--- config.mk ---
export PLATFORM = sky130hd
export DESIGN_NAME = dmem_arbiter_flat
export DESIGN_NICKNAME = d
export VERILOG_FILES = /design/src/rtl/dmem_arbiter_if.sv /design/src/rtl/dmem_arbiter.sv /design/src/flat_wrapper.sv
export SDC_FILE = /design/constraint.sdc
export NUM_CORES = 1
export LEC_CHECK = 0
export BUFFER_PORTS_ARGS = -buffer_cell sky130_fd_sc_hd__buf_2
export CAP_MARGIN = 30
export CORE_AREA = 2 2 115 117
export CTS_BUF_LIST = sky130_fd_sc_hd__clkbuf_8
export CTS_CLUSTER_DIAMETER = 150
export DETAILED_ROUTE_END_ITERATION = 10
export DIE_AREA = 0 0 117 119
export PLACE_DENSITY = 0.77
export SYNTH_ARGS = -nofsm -noshare
export SYNTH_HDL_FRONTEND = slang
export SYNTH_SLANG_ARGS = --single-unit
--- constraint.sdc ---
create_clock -name clock -period 2.2 [get_ports clock]
set_input_delay 0 -clock clock [delete_from_list [all_inputs] [get_ports clock]]
set_output_delay 0 -clock clock [all_outputs]
set_load 0.005 [all_outputs]
--- src/rtl/dmem_arbiter_if.sv ---
// Requester-side bundle of the data-memory arbiter.
// One instance per requester port.
interface dmem_arbiter_if #(
    parameter int DATA_W = 32,
    parameter int ADDR_W = 32
);
    logic              req;
    logic              we;
    logic [ADDR_W-1:0] addr;
    logic [DATA_W-1:0] wdata;
    logic              ack;
    logic              err;
    logic [DATA_W-1:0] rdata;

    modport master (
        output req,
        output we,
        output addr,
        output wdata,
        input  ack,
        input  err,
        input  rdata
    );

    modport slave (
        input  req,
        input  we,
        input  addr,
        input  wdata,
        output ack,
        output err,
        output rdata
    );
endinterface

--- src/rtl/dmem_arbiter.sv ---
// Round-robin arbiter/sequencer sharing one synchronous data-memory port
// between the CPU (port0) and a loader/DMA engine (port1).
module dmem_arbiter #(
    parameter int DATA_W = 32,
    parameter int ADDR_W = 32,
    parameter int DEPTH  = 8192
) (
    input  logic              clock,
    input  logic              reset,
    dmem_arbiter_if.slave     port0,
    dmem_arbiter_if.slave     port1,
    output logic              mem_write,
    output logic              mem_read,
    output logic [ADDR_W-1:0] mem_address,
    output logic [DATA_W-1:0] mem_write_data,
    input  logic [DATA_W-1:0] mem_read_data
);

    localparam logic [1:0] IDLE  = 2'd0;
    localparam logic [1:0] ISSUE = 2'd1;
    localparam logic [1:0] RWAIT = 2'd2;

    logic [1:0]        state;
    logic              last;
    logic              own;
    logic              cmd_we;
    logic              ack0_q;
    logic              ack1_q;
    logic              err0_q;
    logic              err1_q;
    logic [DATA_W-1:0] rdata0_q;
    logic [DATA_W-1:0] rdata1_q;

    logic              r0;
    logic              r1;
    logic              gnt;
    logic              pick;
    logic              sel_we;
    logic [ADDR_W-1:0] sel_addr;
    logic [DATA_W-1:0] sel_wdata;
    logic              in_range;

    assign port0.ack   = ack0_q;
    assign port0.err   = err0_q;
    assign port0.rdata = rdata0_q;
    assign port1.ack   = ack1_q;
    assign port1.err   = err1_q;
    assign port1.rdata = rdata1_q;

    // A port being acked this cycle is masked so it takes its bubble.
    always_comb begin
        r0        = port0.req & ~ack0_q;
        r1        = port1.req & ~ack1_q;
        gnt       = r0 | r1;
        pick      = r1 & (~r0 | ~last);
        sel_we    = pick ? port1.we : port0.we;
        sel_addr  = pick ? port1.addr : port0.addr;
        sel_wdata = pick ? port1.wdata : port0.wdata;
        in_range  = {1'b0, sel_addr} < (ADDR_W+1)'(DEPTH);
    end

    always_ff @(posedge clock) begin
        if (reset) begin
            state          <= IDLE;
            last           <= 1'b1;
            own            <= 1'b0;
            cmd_we         <= 1'b0;
            ack0_q         <= 1'b0;
            ack1_q         <= 1'b0;
            err0_q         <= 1'b0;
            err1_q         <= 1'b0;
            rdata0_q       <= '0;
            rdata1_q       <= '0;
            mem_write      <= 1'b0;
            mem_read       <= 1'b0;
            mem_address    <= '0;
            mem_write_data <= '0;
        end else begin
            ack0_q         <= 1'b0;
            ack1_q         <= 1'b0;
            err0_q         <= 1'b0;
            err1_q         <= 1'b0;
            mem_write      <= 1'b0;
            mem_read       <= 1'b0;
            mem_address    <= '0;
            mem_write_data <= '0;
            unique case (state)
                IDLE: begin
                    if (gnt) begin
                        last   <= pick;
                        own    <= pick;
                        cmd_we <= sel_we;
                        if (in_range) begin
                            state          <= ISSUE;
                            mem_write      <= sel_we;
                            mem_read       <= ~sel_we;
                            mem_address    <= sel_addr;
                            mem_write_data <= sel_wdata;
                        end else if (pick) begin
                            ack1_q   <= 1'b1;
                            err1_q   <= 1'b1;
                            rdata1_q <= '0;
                        end else begin
                            ack0_q   <= 1'b1;
                            err0_q   <= 1'b1;
                            rdata0_q <= '0;
                        end
                    end
                end
                ISSUE: begin
                    if (cmd_we) begin
                        state <= IDLE;
                        if (own) ack1_q <= 1'b1;
                        else     ack0_q <= 1'b1;
                    end else begin
                        state <= RWAIT;
                    end
                end
                RWAIT: begin
                    state <= IDLE;
                    if (own) begin
                        ack1_q   <= 1'b1;
                        rdata1_q <= mem_read_data;
                    end else begin
                        ack0_q   <= 1'b1;
                        rdata0_q <= mem_read_data;
                    end
                end
                default: state <= IDLE;
            endcase
        end
    end

endmodule

--- src/flat_wrapper.sv ---
// flat-port wrapper written by rule: the top's interface ports become plain ports
module dmem_arbiter_flat 
#(
    parameter int DATA_W = 32,
    parameter int ADDR_W = 32,
    parameter int DEPTH  = 8192
)
  (clock, reset, mem_write, mem_read, mem_address, mem_write_data, mem_read_data, port0_req, port0_we, port0_addr, port0_wdata, port0_ack, port0_err, port0_rdata, port1_req, port1_we, port1_addr, port1_wdata, port1_ack, port1_err, port1_rdata);
  dmem_arbiter_if #(.DATA_W(DATA_W), .ADDR_W(ADDR_W)) port0_i ();
  dmem_arbiter_if #(.DATA_W(DATA_W), .ADDR_W(ADDR_W)) port1_i ();
  input  logic clock;
  input  logic reset;
  output logic mem_write;
  output logic mem_read;
  output logic [ADDR_W-1:0] mem_address;
  output logic [DATA_W-1:0] mem_write_data;
  input  logic [DATA_W-1:0] mem_read_data;
  input wire logic [$bits(port0_i.req)-1:0] port0_req;
  input wire logic [$bits(port0_i.we)-1:0] port0_we;
  input wire logic [$bits(port0_i.addr)-1:0] port0_addr;
  input wire logic [$bits(port0_i.wdata)-1:0] port0_wdata;
  output wire logic [$bits(port0_i.ack)-1:0] port0_ack;
  output wire logic [$bits(port0_i.err)-1:0] port0_err;
  output wire logic [$bits(port0_i.rdata)-1:0] port0_rdata;
  input wire logic [$bits(port1_i.req)-1:0] port1_req;
  input wire logic [$bits(port1_i.we)-1:0] port1_we;
  input wire logic [$bits(port1_i.addr)-1:0] port1_addr;
  input wire logic [$bits(port1_i.wdata)-1:0] port1_wdata;
  output wire logic [$bits(port1_i.ack)-1:0] port1_ack;
  output wire logic [$bits(port1_i.err)-1:0] port1_err;
  output wire logic [$bits(port1_i.rdata)-1:0] port1_rdata;
  assign port0_i.req = port0_req;
  assign port0_i.we = port0_we;
  assign port0_i.addr = port0_addr;
  assign port0_i.wdata = port0_wdata;
  assign port0_ack = port0_i.ack;
  assign port0_err = port0_i.err;
  assign port0_rdata = port0_i.rdata;
  assign port1_i.req = port1_req;
  assign port1_i.we = port1_we;
  assign port1_i.addr = port1_addr;
  assign port1_i.wdata = port1_wdata;
  assign port1_ack = port1_i.ack;
  assign port1_err = port1_i.err;
  assign port1_rdata = port1_i.rdata;
  dmem_arbiter #(.DATA_W(DATA_W), .ADDR_W(ADDR_W), .DEPTH(DEPTH)) u_core (.clock(clock), .reset(reset), .port0(port0_i), .port1(port1_i), .mem_write(mem_write), .mem_read(mem_read), .mem_address(mem_address), .mem_write_data(mem_write_data), .mem_read_data(mem_read_data));
endmodule
==> results.cfg <==
[sta]
rsz0062_at_grt = false
finClkSkew_ns = 0.00943
fin_setup_tns_ns = 0
min_period_ns = 2.03
relSlewSlack = 0.651
min_period_over_period = 0.921
fmax_mhz = 493
slew_viol_final = 0
hold_viol = 0
fin_ws_ns = 0.173
worst_pin_slew_ns = 0.523
setup_viol = 0

[detailed_routing]
vias = 6067
vias_per_cell = 5.43
drtIter0Drc = 512
wl_per_cell_um = 17.7
drt_pass1_iterations = 5
ant_nets = 0
remaining_drc_errors = 0
routed_wl_mm = 19.8

[floorplanning]
row_count = 42
start_util = 0.413
core_mm2 = 0.0129
die_w_um = 117
io_pins = 300
die_h_um = 119
dieArea_mm2 = 0.0139

[yosys]
syn_inst = 511
async_flop_share = 0
synth_area_leader_cell = dfxtp_1
ys_seq_elements = 139
synth_top_area_share = 0.523
postSynthAreaPerCell_um2 = 10.4
seq_area_frac_synth = 0.523
netlist_area_mm2 = 0.00532
synth_edf_count = 0
ys_types = 36
ys_warn_count = 0
yosysMostFrequentCell = dfxtp_1
ys.flop_type = dfxtp_1
synth_area_leaders = dfxtp_1 52%, o21a_1 6.8%, nor4b_1 6.1%
synth_common_cells = 139 x dfxtp_1, 52 x nor3_1, 48 x nand3_1, 48 x o21a_1, 37 x nor4b_1

[grt]
grt_pass1_wl_mm = 30.2
grt_overflow = 0
grt_use_total = 0.279
grt_max_degree = 49
grt_pass1_vias = 5900
antenna_found_initial = 0

[final_layout]
fin_nets = 1095
diodes = 0
fillers = 917
layout-drive-gt1-share = 0.393
syn2layout_area_growth_pct = 65.2
fin_area_mm2 = 0.00879
fin_util = 0.683

[clock_network]
clkSinkCount = 139
htree_num_levels = 4
clock_latency_ns = 0.43
clkTransAtPathRegs_ns = 0.08
cts-root-buf = clkbuf_8
cts_made_buffers = 17
clockBufferDepth = 2
cts_tree = done

[power_and_ir_drop]
p_leak_nw = 3.96
ir_drop_v = 0.000434
p_per_area_mw_per_mm2 = 653

[min_path]
min_to = u_core.mem_write_data[25]$_SDFF_PP0_
min_from = port0_wdata[25]
hold_path.class = primary input to flop
hold_path_depth = 3

[placed_design]
dpl.hpwl_mm = 11.2
gp_congestion = 0.751
placed_cell_area_mm2 = 0.00708
portBuffers = 299
pre_cts_slack_ns = 0.391

[worst_setup_path]
r2r_cells = 5
startpoint_type = flop
cp-end-kind = flop
crit_arrival_ns = 2.40
crit_type = flop to flop
rr_startpoint = u_core.port1.ack$_SDFF_PP0_
crit_fanout = 18
cp_cell_sequence = and2b_1 > o21ai_0 > nor2_4 > o21a_1 > dlygate4sd3_1
rrSetupSlack_ns = 0.17
worstPathRequired_ns = 2.58
critPathMaxStageDelay_ns = 0.55
worstReg2RegEnd = u_core.mem_address[3]$_SDFF_PP0_
crit_path_top_delay_cell = dlygate4sd3_1

[flow_run]
max_cap_violations = 0

[run_status]
status = finished, final reports clean
[worst max-delay path by stage]
stage                                       from                                   to  slack [ns]  cells past startpoint
global route         u_core.port0.ack$_SDFF_PP0_     u_core.mem_address[9]$_SDFF_PP0_        0.05                      7
finish               u_core.port1.ack$_SDFF_PP0_     u_core.mem_address[3]$_SDFF_PP0_        0.17                      5
global placement     u_core.port1.ack$_SDFF_PP0_          u_core.port0.err$_SDFF_PP0_        0.19                      4
CTS                  u_core.port1.ack$_SDFF_PP0_           u_core.cmd_we$_SDFFE_PP0P_        0.08                      6
floorplan            u_core.port1.ack$_SDFF_PP0_  u_core.port0.rdata[10]$_SDFFE_PP0P_        0.60                      5
detailed placement  u_core.state[1]$_SDFFE_PP0P_  u_core.port1.rdata[26]$_SDFFE_PP0P_        0.39                      5
[timing repair]
item | in CTS | in global routing
endpoints found under the hold margin | 114 | 0
setup endpoints to repair | 0 | 4
hold buffers | 121 | 0
setup buffers | 0 | 0
gates resized for setup | 0 | 1
[registers in the layout, indices dropped and copies added (netlist names), 2 cells and up]
signal and flops:
u_core.state 2, u_core.mem_write_data 32, u_core.port1.rdata 32, u_core.port0.rdata 32
u_core.mem_address 32
[layer usage]
metal | up-vias | track usage | wire [um]
met5 | - | 0 | 0
met4 | 0 | 0.113 | 577
met3 | 54 | 0.0962 | 1930
met2 | 362 | 0.461 | 9770
met1 | 2886 | 0.326 | 7490
li1 | 2765 | - | -
[worst max-delay path: cells and delay by family, from the launching register on]
family | cells | cell delay (ns)
AO/OA/AOI/OAI | 2 | 0.38
AND/OR/NAND/NOR | 2 | 0.71
buffers and inverters | 1 | 0.55
flip-flops | 1 | 0.33
[metrics by stage]
stage | cells | hold slack [ns] | power [mW]
global placement | 963 | 0.225 | 3.08
detailed placement | 965 | 0.230 | 3.09
finish | 1118 | 0.0340 | 5.73
global route | 1118 | 0.000648 | 5.95
CTS | 1118 | 0.00355 | 5.74
floorplan | 529 | 0.122 | 2.84
[area by class of cell]
class | instances | area, um2 | area share
clock inverters | 12 | 218 | 0.0248
clock buffers | 20 | 275 | 0.0313
inverters | 3 | 11.3 | 0.00128
repair buffers | 439 | 2910 | 0.331
well taps | 176 | 220 | 0.0251
flip-flops and latches | 139 | 2780 | 0.317
multi-input cells | 329 | 2370 | 0.270
[cells in the final DEF (no fill, tap or decap), types with 7 or more instances in the layout]
master and instances:
buf_2 299, dlygate4sd3_1 121, a22o_1 32, nor4_1 10, nor3_1 52, dfxtp_1 139
a32o_1 32, conb_1 19, nor4b_2 10, nor4b_1 37, clkbuf_8 20, o21a_1 48
nand3_1 46, buf_4 14, nand2_1 7
[power by group]
part	leakage [nW]	switching (mW)	internal [mW]
combinational	2.59	0.317	0.336
clock	0.246	0.976	1.55
sequential	1.13	0.0125	2.54
[kinds of logic (layout without fill, tap and decap cells)]
logic type | after synthesis | after routing | synth area share
AO/OA/AOI/OAI | 128 | 128 | 0.205
flip-flops | 139 | 139 | 0.523
other | 1 | 19 | 0.000705
AND/OR/NAND/NOR | 182 | 182 | 0.220
buffers and inverters | 61 | 474 | 0.0520
Power figures use the tool's default switching activity.
